--- config.mk ---
export PLATFORM = sky130hd
export DESIGN_NAME = ifu_fetch
export DESIGN_NICKNAME = d
export VERILOG_FILES = /design/src/rtl/cpu_pkg.sv /design/src/rtl/ifu_fifo.sv /design/src/rtl/ifu_fetch.sv
export SDC_FILE = /design/constraint.sdc
export NUM_CORES = 1
export LEC_CHECK = 0
export BUFFER_PORTS_ARGS = -buffer_cell sky130_fd_sc_hd__buf_4
export CORE_ASPECT_RATIO = 1.1
export CORE_MARGIN = 2
export CORE_UTILIZATION = 40
export DETAILED_ROUTE_END_ITERATION = 10
export HOLD_SLACK_MARGIN = 0.12
export SLEW_MARGIN = 20
export SYNTH_ARGS = -nofsm -noshare
export SYNTH_HDL_FRONTEND = slang
export SYNTH_HIERARCHICAL = 1
export SYNTH_SLANG_ARGS = --single-unit
export TNS_END_PERCENT = 5
--- constraint.sdc ---
create_clock -name clk -period 9 [get_ports clk]
set_input_delay 1.35 -clock clk [delete_from_list [all_inputs] [get_ports clk]]
set_output_delay 1.35 -clock clk [all_outputs]
set_load 0.005 [all_outputs]
--- src/rtl/cpu_pkg.sv ---
// Shared fetch-path constants: reset PC, PC increment and fetch FSM state encodings.
package cpu_pkg;
    localparam logic [31:0] RESET_PC = 32'h0000_3000;
    localparam logic [31:0] PC_STEP  = 32'd4;

    localparam logic [1:0] IDLE = 2'd0;
    localparam logic [1:0] REQ  = 2'd1;
    localparam logic [1:0] WAIT = 2'd2;
    localparam logic [1:0] DROP = 2'd3;
endpackage

--- src/rtl/ifu_fifo.sv ---
// Synchronous FIFO with flush; when empty the head output keeps the last value it presented.
module ifu_fifo #(
    parameter int               DEPTH      = 2,
    parameter int               WIDTH      = 64,
    parameter logic [WIDTH-1:0] RESET_DATA = '0
) (
    input  logic                     clk,
    input  logic                     rst_n,
    input  logic                     flush,
    input  logic                     push,
    input  logic [WIDTH-1:0]         push_data,
    input  logic                     pop,
    output logic [WIDTH-1:0]         head_data,
    output logic                     empty,
    output logic [$clog2(DEPTH):0]   count
);
    localparam int PW = $clog2(DEPTH);
    localparam int CW = PW + 1;

    logic [WIDTH-1:0] mem [DEPTH];
    logic [WIDTH-1:0] last_head;
    logic [PW-1:0]    wr_ptr;
    logic [PW-1:0]    rd_ptr;
    logic             full;
    logic             do_push;
    logic             do_pop;

    assign empty     = (count == '0);
    assign full      = (count == CW'(DEPTH));
    assign do_pop    = pop && !empty;
    assign do_push   = push && (!full || do_pop);
    assign head_data = empty ? last_head : mem[rd_ptr];

    always_ff @(posedge clk) begin
        if (do_push && !flush) begin
            mem[wr_ptr] <= push_data;
        end
    end

    always_ff @(posedge clk or negedge rst_n) begin
        if (!rst_n) begin
            wr_ptr    <= '0;
            rd_ptr    <= '0;
            count     <= '0;
            last_head <= RESET_DATA;
        end else begin
            if (!empty) begin
                last_head <= mem[rd_ptr];
            end
            if (flush) begin
                wr_ptr <= '0;
                rd_ptr <= '0;
                count  <= '0;
            end else begin
                if (do_push) begin
                    wr_ptr <= wr_ptr + PW'(1);
                end
                if (do_pop) begin
                    rd_ptr <= rd_ptr + PW'(1);
                end
                case ({do_push, do_pop})
                    2'b10:   count <= count + CW'(1);
                    2'b01:   count <= count - CW'(1);
                    default: count <= count;
                endcase
            end
        end
    end
endmodule

--- src/rtl/ifu_fetch.sv ---
// Instruction fetch unit: owns the fetch PC, issues one word request at a time and
// buffers returned words with their PC for decode. Redirects flush the buffer.
//
//  state | meaning
//  IDLE  | no request outstanding, waiting for buffer room
//  REQ   | request presented to imem, held until accepted
//  WAIT  | request accepted, response will be pushed into the buffer
//  DROP  | response outstanding for a flushed path, discard it
module ifu_fetch #(
    parameter logic [31:0] RESET_PC   = cpu_pkg::RESET_PC,
    parameter int          FIFO_DEPTH = 2
) (
    input  logic        clk,
    input  logic        rst_n,
    input  logic        redirect,
    input  logic [31:0] npc,
    output logic        imem_req_valid,
    input  logic        imem_req_ready,
    output logic [31:0] imem_addr,
    input  logic        imem_rsp_valid,
    input  logic [31:0] imem_rsp_data,
    output logic        instr_valid,
    input  logic        instr_ready,
    output logic [31:0] instr,
    output logic [31:0] instr_pc
);
    import cpu_pkg::*;

    localparam int CW  = $clog2(FIFO_DEPTH) + 1;
    localparam int CW1 = CW + 1;

    logic [1:0]    state;
    logic [1:0]    state_nxt;
    logic [31:0]   fetch_pc;
    logic [31:0]   req_pc;
    logic [CW-1:0] count;
    logic [63:0]   head;
    logic          empty;
    logic          req_fire;
    logic          push;
    logic          pop;
    logic          room_idle;
    logic          room_after_push;
    logic          still_pending;

    assign req_fire       = (state == REQ) && imem_req_ready;
    assign push           = (state == WAIT) && imem_rsp_valid && !redirect;
    assign pop            = !empty && instr_ready;
    assign imem_req_valid = (state == REQ);
    assign imem_addr      = fetch_pc;
    assign instr_valid    = !empty;
    assign instr          = head[63:32];
    assign instr_pc       = head[31:0];

    assign room_idle       = (count < CW'(FIFO_DEPTH));
    assign room_after_push = (({1'b0, count} + CW1'(1) - CW1'(pop)) < CW1'(FIFO_DEPTH));

    // A response arriving in the redirect cycle retires the outstanding request,
    // so only a still-missing response forces DROP.
    assign still_pending = req_fire ||
                           (((state == WAIT) || (state == DROP)) && !imem_rsp_valid);

    always_comb begin
        state_nxt = state;
        case (state)
            IDLE:    if (room_idle) state_nxt = REQ;
            REQ:     if (imem_req_ready) state_nxt = WAIT;
            WAIT:    if (imem_rsp_valid) state_nxt = room_after_push ? REQ : IDLE;
            DROP:    if (imem_rsp_valid) state_nxt = REQ;
            default: state_nxt = IDLE;
        endcase
        if (redirect) begin
            state_nxt = still_pending ? DROP : REQ;
        end
    end

    always_ff @(posedge clk or negedge rst_n) begin
        if (!rst_n) begin
            state    <= IDLE;
            fetch_pc <= RESET_PC;
            req_pc   <= RESET_PC;
        end else begin
            state <= state_nxt;
            if (redirect) begin
                fetch_pc <= npc & ~32'h3;
            end else if (req_fire) begin
                fetch_pc <= fetch_pc + PC_STEP;
            end
            if (req_fire) begin
                req_pc <= fetch_pc;
            end
        end
    end

    ifu_fifo #(
        .DEPTH      (FIFO_DEPTH),
        .WIDTH      (64),
        .RESET_DATA ({32'h0, RESET_PC})
    ) u_fifo (
        .clk       (clk),
        .rst_n     (rst_n),
        .flush     (redirect),
        .push      (push),
        .push_data ({imem_rsp_data, req_pc}),
        .pop       (pop),
        .head_data (head),
        .empty     (empty),
        .count     (count)
    );
endmodule

==> run_results.csv, run 1 <==
group,metric,value,unit
outcome,outcome,"finished clean",
power,peakVddDrop,0.104,mV
timing,slew_headroom,41.1,%
finish,n_antenna_cell,0,
setup_path,required,7.65,ns
timing,worst_slack,4.91,ns
grt,antenna_found_initial,0,
power,p_comb_share,14.3,%
min_path,hold_path.class,"register to register",
drt,num_vias,6034,
floorplanning,io-pin-count,168,
clock_tree,cts_num_sinks,258,
power,seq_power_share,47.6,%
floorplanning,die_width,155,um
clock_tree,cts_tree,"built",
grt,grt_max_degree,82,
synthesis,yosysTopAreaCell,"edfxtp_1",
clock_tree,insertion_delay,0.52,ns
power,switching_share,23.6,%
finish,layout_commonest_cell,"nand2_1",
place,hpwl,12.4,mm
synthesis,syn_area,0.0100,mm^2
timing,fin_crit_sh,45.4,%
power,clock_power_share,38.1,%
setup_path,critPathLaunchType,"register",
timing,drv_slew,0,
setup_path,worstSetupPathType,"register to primary output",
synthesis,yosys_warnings,6,
synthesis,async_flop_share,50.4,%
power,intPower,2430,uW
synthesis,syn_inst,760,
timing,post-route-min-period,4.09,ns
timing,setup-violations-final,0,
synthesis,avgSynthCellArea,13.2,um^2
grt,grt_use_total,15.2,%
finish,drive_gt1_share,25.2,%
clock_tree,cts_setup_buffers,0,
floorplanning,num_rows,60,
setup_path,r2r_cells,5,
clock_tree,h-tree-depth,1,
timing,whs,0.468,ns
synthesis,ys_types,43,
power,p_per_area,254,mW/mm^2
synthesis,synth_top_area_share,38.4,%
clock_tree,cts_buffer_depth,3,
drt,routed_wl,19.9,mm
floorplanning,start_util,40.7,%
place,portBuffers,163,
clock_tree,cts.reportedPaths.clkPinSlew,0.06,ns
synthesis,synth_edf_count,128,
power,leakage,0.00513,uW
place,gp_congestion,0.763,
drt,post-route-drc-count,0,
setup_path,cp-end-kind,"primary output",
grt,grt_pass1_wl,32.0,mm
floorplanning,coreArea,0.0245,mm^2
synthesis,synth_area_leaders,"edfxtp_1 38%, dfrtp_1 31%, nand2_1 7.2%",
min_path,hold_depth,0,
finish,final_nets,996,
synthesis,yosysSeqAreaShare,71.0,%
finish,post-route-util,51.0,%
timing,hold_viol,0,
drt,drt-initial-drc-count,313,
timing,fmax,244,MHz
setup_path,ff2ff_setup_slack,5.68,ns
timing,skew,0.0108,ns
synthesis,synth_seq_cells,258,
drt,vias_per_cell,4.81,
grt,grt-ovfl-total,0,
power,p_sw,751,uW
drt,drt_first_pass_iters,4,
clock_tree,numCtsBuffers,27,
run,cap_viol_max_count,0,
clock_tree,ctsResizeCount,0,
clock_tree,cts_root_buffer,"clkbuf_16",
drt,wl_per_cell,15.8,um
place,dp_slack,4.44,ns
clock_tree,cts_hold_buf,0,
floorplanning,chipHeight,170,um
floorplanning,die_area,0.0263,mm^2
finish,area_growth,25.1,%
setup_path,path_max_fanout,81,
synthesis,synth_ff_type,"edfxtp_1",
grt,first_global_vias,5966,
timing,rsz0062_at_grt,"no",
finish,final_cell_mix,"192 x nand2_1, 169 x buf_4, 128 x edfxtp_1",
timing,worstMarginPinSlew,0.879,ns
drt,postRouteAntennaNets,0,
timing,tns,0,ns
setup_path,cp.arrival,2.74,ns
sequential cells by signal, indices dropped and copies added, names as in the netlist:
name and flops:
u_fifo/last_head 64, u_fifo/wr_ptr 1, u_fifo/rd_ptr 1, state 2, req_pc 30, u_fifo/mem 128
imem_addr 30, u_fifo/count 2
cell families (layout without fill, tap and decap cells):
group	Yosys count	count (layout)	share of synthesized area, %
adders and majority gates	1	1	0.125
xor gates and xnor gates	30	30	2.63
AOI/OAI and AO/OA	102	102	5.20
DFF	258	258	71.0
and+or+nand+nor	258	258	12.0
muxes	67	67	6.73
buffers and inverters	43	223	2.25
other	1	6	0.0375
per-stage QoR:
step	cells	area [um^2]	total power [uW]
floorplan	765	10000	1700
global placement	1205	11500	1990
detailed placement	1205	11500	2000
CTS	1254	12500	3230
global route	1255	12500	3350
finish	1255	12500	3180
final cells by class:
class / count / area [um^2]
clock buffer: 38 / 787
clock inverter: 11 / 203
fill: 2171 / 12000
inverter: 3 / 11.3
multi-input combinational: 464 / 2710
sequential: 258 / 7110
tap: 310 / 388
timing repair buffer: 171 / 1310
worst max-delay path, stage by stage, from the launching register on:
cell	delay, ns
dfrtp_1	0.46
nor2_4	0.53
buf_4	0.69
o21ai_0	0.31
buf_4	0.21
metal layers:
layer	vias up	global-route usage [%]	part of all wire, %
met5	-	0	0
met4	0	4.71	2.5
met3	29	2.90	4.7
met2	142	25.2	48
met1	2872	20.5	45
li1	2991	-	-
worst paths after layout:
check,from,to
max reg2reg,u_fifo/count[1],u_fifo/mem[0][0]
min reg2reg,req_pc[21],u_fifo/mem[1][21]
min,req_pc[21],u_fifo/mem[1][21]
min in group asynchronous,rst_n,imem_addr[4]
max in group asynchronous,rst_n,u_fifo/rd_ptr
max,u_fifo/count[0],instr_pc[6]
synthesized netlist by cell type (2+ instances only):
master and n:
clkbuf_2 2, dfrtp_1 124, nand3_2 2, nand4_1 16, o21ai_0 77, edfxtp_1 128, xnor2_1 6, inv_1 3
nor2_1 9, a21oi_1 3, buf_4 9, buf_2 10, nand2b_1 3, buf_6 2, mux2i_1 65, nor3_1 3
nand2_1 192, o21ai_1 21, and3_1 6, dfstp_2 6, nor4_2 2, xor2_1 24, clkbuf_1 17, nand3_1 5
nor2b_1 4, and4_1 2, nor4_4 2, mux2_2 2
power by group through the flow:
stage	combinational, uW	clock [uW]	sequential, uW
floorplan	194	0	1510
global placement	456	0	1530
detailed placement	463	0	1540
CTS	465	1250	1520
global route	513	1300	1540
finish	455	1210	1520
Note: power is estimated with default switching activity, not from simulation.
==> inputs of run 2 (changes only) <==
--- a/config.mk
+++ b/config.mk
@@ -5,6 +5,7 @@
 export SDC_FILE = /design/constraint.sdc
 export NUM_CORES = 1
 export LEC_CHECK = 0
+export ABC_AREA = 1
 export BUFFER_PORTS_ARGS = -buffer_cell sky130_fd_sc_hd__buf_4
 export CORE_ASPECT_RATIO = 1.1
 export CORE_MARGIN = 2
==> constraint.sdc (replaced) <==
create_clock -name clk -period 3.5 [get_ports clk]
set_input_delay 0.525 -clock clk [delete_from_list [all_inputs] [get_ports clk]]
set_output_delay 0.525 -clock clk [all_outputs]
set_load 0.005 [all_outputs]
==> run_results.csv, run 2 <==
group,metric,value,unit
floorplanning,io-pin-count,168,
synthesis,synth_top_area_share,36.0,%
clock_tree,cts_num_sinks,258,
power,p_per_area,692,mW/mm^2
finish,final_nets,1233,
timing,drv_slew,0,
timing,slew_headroom,44.5,%
drt,vias_per_cell,4.78,
timing,setup-violations-final,0,
place,hpwl,15.9,mm
grt,busiest_layer,"met2",
grt,grt_use_met1,23.0,%
drt,drt-initial-drc-count,530,
drt,post-route-drc-count,0,
synthesis,synth_ff_type,"edfxtp_1",
finish,area_growth,22.2,%
setup_path,critPathLaunchType,"register",
timing,worstMarginPinSlew,0.824,ns
setup_path,required,2.97,ns
setup_path,startpoint,"u_fifo/count[1]",
drt,drt_first_pass_iters,5,
finish,final_cell_area,0.0130,mm^2
synthesis,yosysSeqAreaShare,66.6,%
setup_path,path_max_fanout,35,
place,portBuffers,163,
finish,largest_reg_flops,128,
setup_path,cp.buffers_inverters,3,
grt,grt_use_met2,31.0,%
setup_path,critical_path.endpoint,"instr_pc[18]",
finish,top_regs,"u_fifo/mem (128), u_fifo/last_head (64)",
timing,post-route-min-period,3.00,ns
synthesis,avgSynthCellArea,10.7,um^2
place,dpl_cell_area,0.0122,mm^2
synthesis,ys_types,30,
timing,fin_crit_sh,85.7,%
grt,met3_usage,2.79,%
drt,postRouteAntennaNets,0,
place,gp_congestion,0.844,
finish,final_cell_mix,"243 x nand2_1, 172 x buf_4, 128 x edfxtp_1",
clock_tree,cts_buffer_depth,3,
clock_tree,h-tree-depth,1,
clock_tree,cts.reportedPaths.clkPinSlew,0.06,ns
setup_path,cp_top_family,"buffers and inverters",
setup_path,reg2reg_from,"u_fifo/count[1]",
synthesis,syn_inst,996,
setup_path,worstPathCellList,"inv_2, nand2_4, buf_4, nor2_1, a21oi_1, buf_4",
setup_path,worstSetupPathType,"register to primary output",
finish,regMostFlops,"u_fifo/mem",
floorplanning,start_util,40.8,%
grt,grt_max_degree,65,
run,cap_viol_max_count,0,
drt,wl_per_cell,16.0,um
setup_path,cp.arrival,2.47,ns
setup_path,ff2ff_setup_slack,0.74,ns
finish,drive_gt1_share,25.3,%
timing,fmax,334,MHz
clock_tree,cts_setup_buffers,0,
synthesis,syn_area,0.0107,mm^2
timing,rsz0062_at_grt,"no",
grt,first_global_vias,7511,
grt,antenna_found_initial,0,
synthesis,yosys-top-cells-count,"243 x nand2_1, 128 x edfxtp_1, 124 x dfrtp_1, 99 x nor2_1, 83 x a21oi_1",
min_path,hold_path.class,"input pin to register",
synthesis,yosys_warnings,6,
setup_path,r2r-end,"u_fifo/mem[1][28]",
finish,n_antenna_cell,0,
setup_path,worst-path-stages,6,
synthesis,synth_edf_count,128,
setup_path,cpMostUsedCell,"buf_4",
grt,grt-ovfl-total,0,
clock_tree,cts_tree,"built",
power,peakVddDrop,0.268,mV
synthesis,yosysTopAreaCell,"edfxtp_1",
floorplanning,num_rows,62,
drt,routed_wl,24.5,mm
clock_tree,insertion_delay,0.53,ns
drt,num_vias,7332,
floorplanning,coreArea,0.0261,mm^2
setup_path,cp-end-kind,"primary output",
clock_tree,numCtsBuffers,26,
grt,grt_pass1_wl,39.6,mm
setup_path,crit_slowest_cell,"buf_4",
floorplanning,die_area,0.0280,mm^2
timing,skew,0.00638,ns
setup_path,r2r_cells,9,
floorplanning,chipHeight,175,um
grt,grt_use_total,17.7,%
timing,hold_viol,0,
setup_path,max_stage_delay,0.48,ns
finish,layout_commonest_cell,"nand2_1",
outcome,outcome,"finished clean",
synthesis,synth_area_leaders,"edfxtp_1 36%, dfrtp_1 29%, nand2_1 8.6%",
synthesis,synth_seq_cells,258,
synthesis,synth_most_common_cell,"nand2_1",
synthesis,async_flop_share,50.4,%
clock_tree,cts_root_buffer,"clkbuf_16",
timing,tns,0,ns
power,leakage,0.00550,uW
floorplanning,die_width,160,um
[run 2: cell types whose count changed after synthesis, moves of 7 or more]
| cell | delta |
|---|---|
| nor2_1 | +90 |
| a21oi_1 | +80 |
| mux2i_1 | -65 |
| inv_1 | +61 |
| nand2_1 | +51 |
| a21oi_2 | +50 |
| nand3_1 | +47 |
| o21ai_1 | -21 |
| xor2_1 | -20 |
| o21ai_0 | -19 |
| nand4_1 | -14 |
| clkbuf_1 | -8 |
| nor2_4 | +8 |
| buf_2 | +7 |
[run 2: final cells by class]
cell class	count	area (um^2)
multi-input cells	631	3070
clock inverters	8	45.0
flip-flops and latches	258	7110
repair buffers	176	1350
fillers	2390	13100
well taps	352	440
clock buffers	40	764
inverters	69	260
[run 2: cells by family after synthesis]
| family | Yosys count | synth area share, % |
|---|---|---|
| AND/OR/NAND/NOR | 421 | 16.6 |
| flip-flops | 258 | 66.6 |
| AO/OA/AOI/OAI | 198 | 11.2 |
| buffers and inverters | 112 | 4.99 |
| XOR/XNOR | 5 | 0.411 |
| adder cells (fa/ha/maj) | 1 | 0.117 |
| other | 1 | 0.0352 |
[run 2: how the worst min path moves through the flow]
stage	start	endpoint	slack, ns	cells after the start
floorplan	rst_n	imem_addr[10]	0.23	0
global placement	req_pc[10]	u_fifo/mem[0][10]	0.45	0
detailed placement	req_pc[14]	u_fifo/mem[1][14]	0.45	0
CTS	imem_rsp_data[31]	u_fifo/mem[1][63]	0.15	1
global route	imem_rsp_data[31]	u_fifo/mem[1][63]	0.15	1
finish	imem_rsp_data[17]	u_fifo/mem[0][49]	0.18	1
[run 2: timing repair]
item / 4_1_cts / 5_1_grt
gates resized for setup: 0 / 0
hold endpoints to repair: 57 / 0
hold buffers: 1 / 0
[run 2: per-layer routing]
metal	vias to the layer above	part of all wire [%]
met5	-	0
met4	0	2.0
met3	30	4.7
met2	167	50
met1	3492	43
li1	3643	-
[run 2: metrics by stage]
step                instances  worst slack (ns)  hold WS [ns]  utilization, %  total power, uW
floorplan                1001             0.152         0.229               -             5390
global placement         1485             0.747         0.449            46.7             6410
detailed placement       1485             0.657         0.452            46.7             6480
CTS                      1534             0.435         0.154            49.9             9150
global route             1534             0.335         0.154            49.9             9580
finish                   1534             0.502         0.181            49.9             9030
[run 2: power by group]
part	leakage [uW]	internal [uW]	total [uW]	switching (uW)
Sequential	0.00267	3870	4230	354
Clock	0.000396	1500	2640	1140
Combinational	0.00244	947	2160	1210
Total	0.00550	6320	9030	2700
==> inputs of run 3 (changes only) <==
--- a/config.mk
+++ b/config.mk
@@ -7,7 +7,7 @@
 export LEC_CHECK = 0
 export ABC_AREA = 1
 export BUFFER_PORTS_ARGS = -buffer_cell sky130_fd_sc_hd__buf_4
-export CORE_ASPECT_RATIO = 1.1
+export CORE_ASPECT_RATIO = 1.4
 export CORE_MARGIN = 2
 export CORE_UTILIZATION = 40
 export DETAILED_ROUTE_END_ITERATION = 10
==> run_results.csv, run 3 (synthesis results as in run 2) <==
group,metric,value,unit
outcome,outcome,"finished clean",
timing,fin_crit_sh,91.2,%
grt,antenna_found_initial,0,
floorplanning,start_util,40.7,%
floorplanning,die_area,0.0280,mm^2
setup_path,worstSetupPathType,"register to primary output",
grt,grt_max_degree,69,
timing,hold_viol,0,
floorplanning,chipHeight,197,um
power,p_per_area,696,mW/mm^2
power,peakVddDrop,0.307,mV
setup_path,r2r_cells,9,
timing,whs,0.185,ns
timing,drv_slew,0,
drt,vias_per_cell,4.92,
timing,rsz0062_at_grt,"no",
timing,post-route-min-period,3.19,ns
place,portBuffers,163,
min_path,hold_path.class,"input pin to register",
grt,first_global_vias,7478,
timing,skew,0.00877,ns
place,hpwl,16.3,mm
finish,nFillCells,2490,
drt,drt_first_pass_iters,5,
drt,num_vias,7412,
grt,grt_pass1_wl,39.2,mm
finish,area_growth,21.9,%
finish,drive_gt1_share,25.4,%
place,gp_congestion,0.819,
finish,top_regs,"u_fifo/mem (128), u_fifo/last_head (64)",
run,cap_viol_max_count,0,
clock_tree,h-tree-depth,1,
clock_tree,cts_root_buffer,"clkbuf_16",
drt,wl_per_cell,16.3,um
finish,final_nets,1233,
floorplanning,num_rows,70,
clock_tree,ctsResizeCount,0,
grt,grt-ovfl-total,0,
finish,regMostFlops,"u_fifo/mem",
clock_tree,cts_setup_buffers,0,
setup_path,required,2.97,ns
timing,slew_headroom,47.0,%
min_path,hold_depth,1,
timing,worstMarginPinSlew,0.787,ns
setup_path,cp.arrival,2.67,ns
timing,setup-violations-final,0,
finish,final_cell_mix,"243 x nand2_1, 173 x buf_4, 128 x edfxtp_1",
clock_tree,cts_num_sinks,258,
drt,postRouteAntennaNets,0,
timing,tns,0,ns
clock_tree,cts_tree,"built",
drt,post-route-drc-count,0,
drt,routed_wl,24.6,mm
clock_tree,cts_buffer_depth,3,
setup_path,path_max_fanout,32,
finish,n_antenna_cell,0,
timing,fmax,313,MHz
place,dpl_cell_area,0.0122,mm^2
clock_tree,cts_hold_buf,1,
drt,drt-initial-drc-count,324,
finish,layout_commonest_cell,"nand2_1",
floorplanning,io-pin-count,168,
clock_tree,cts.reportedPaths.clkPinSlew,0.06,ns
setup_path,critPathLaunchType,"register",
floorplanning,coreArea,0.0262,mm^2
finish,final_cell_area,0.0130,mm^2
floorplanning,die_width,142,um
clock_tree,insertion_delay,0.52,ns
grt,grt_use_total,17.7,%
finish,post-route-util,49.6,%
clock_tree,numCtsBuffers,26,
setup_path,cp-end-kind,"primary output",
power,leakage,0.00550,uW
finish,largest_reg_flops,128,
run 3: cell count changes in the layout (fill, tap and decap cells not counted), sizes merged:
cell,delta
bufinv,+1
inv,+1
clkbuf,-4
clkinv,+2
run 3: stage by stage:
stage	setup slack, ns	instances	total power, uW
6_report	0.308	1506	9050
5_1_grt	0.166	1506	9600
4_1_cts	0.238	1506	9180
3_5_place_dp	0.512	1457	6470
3_3_place_gp	0.568	1457	6410
2_1_floorplan	0.152	1001	5390
run 3: worst max-delay path: stages, from the launching register on:
cell and delay (ns):
dfrtp_1 0.44, inv_2 0.11, nand2_4 0.25, clkinv_2 0.31
buf_4 0.47, a21oi_2 0.04, a21oi_1 0.31, buf_4 0.18
run 3: area by class of cell:
class	count	area, um^2	share of cell area, %
Multi-Input combinational cell	631	3070	23.6
Timing Repair Buffer	176	1340	10.3
Sequential cell	258	7110	54.7
Tap cell	324	405	3.12
Clock inverter	12	92.6	0.712
Inverter	69	260	2.00
Clock buffer	36	729	5.61
run 3: worst paths after layout:
kind / from / to / slack, ns
worst min register to register: req_pc[10] / u_fifo/mem[1][10] / 0.46
max in group asynchronous: rst_n / req_pc[12] / 2.07
worst max-delay path: u_fifo/count[1] / instr_pc[20] / 0.31
worst min-delay path: imem_rsp_data[17] / u_fifo/mem[0][49] / 0.18
min in group asynchronous: rst_n / imem_addr[5] / 0.57
worst max register to register: u_fifo/count[1] / u_fifo/mem[1][20] / 0.52
run 3: per-layer routing:
layer | GRT usage, % | share of wire, % | vias up
met1 | 22.1 | 41 | 3547
met5 | 0 | 0 | -
met3 | 2.76 | 4.6 | 42
met4 | 5.41 | 2.5 | 0
met2 | 31.6 | 52 | 171
li1 | - | - | 3652
run 3: power by group:
| group | switching (uW) | total (uW) | internal (uW) |
|---|---|---|---|
| Sequential | 348 | 4220 | 3870 |
| Clock | 1150 | 2680 | 1530 |
| Combinational | 1210 | 2150 | 943 |
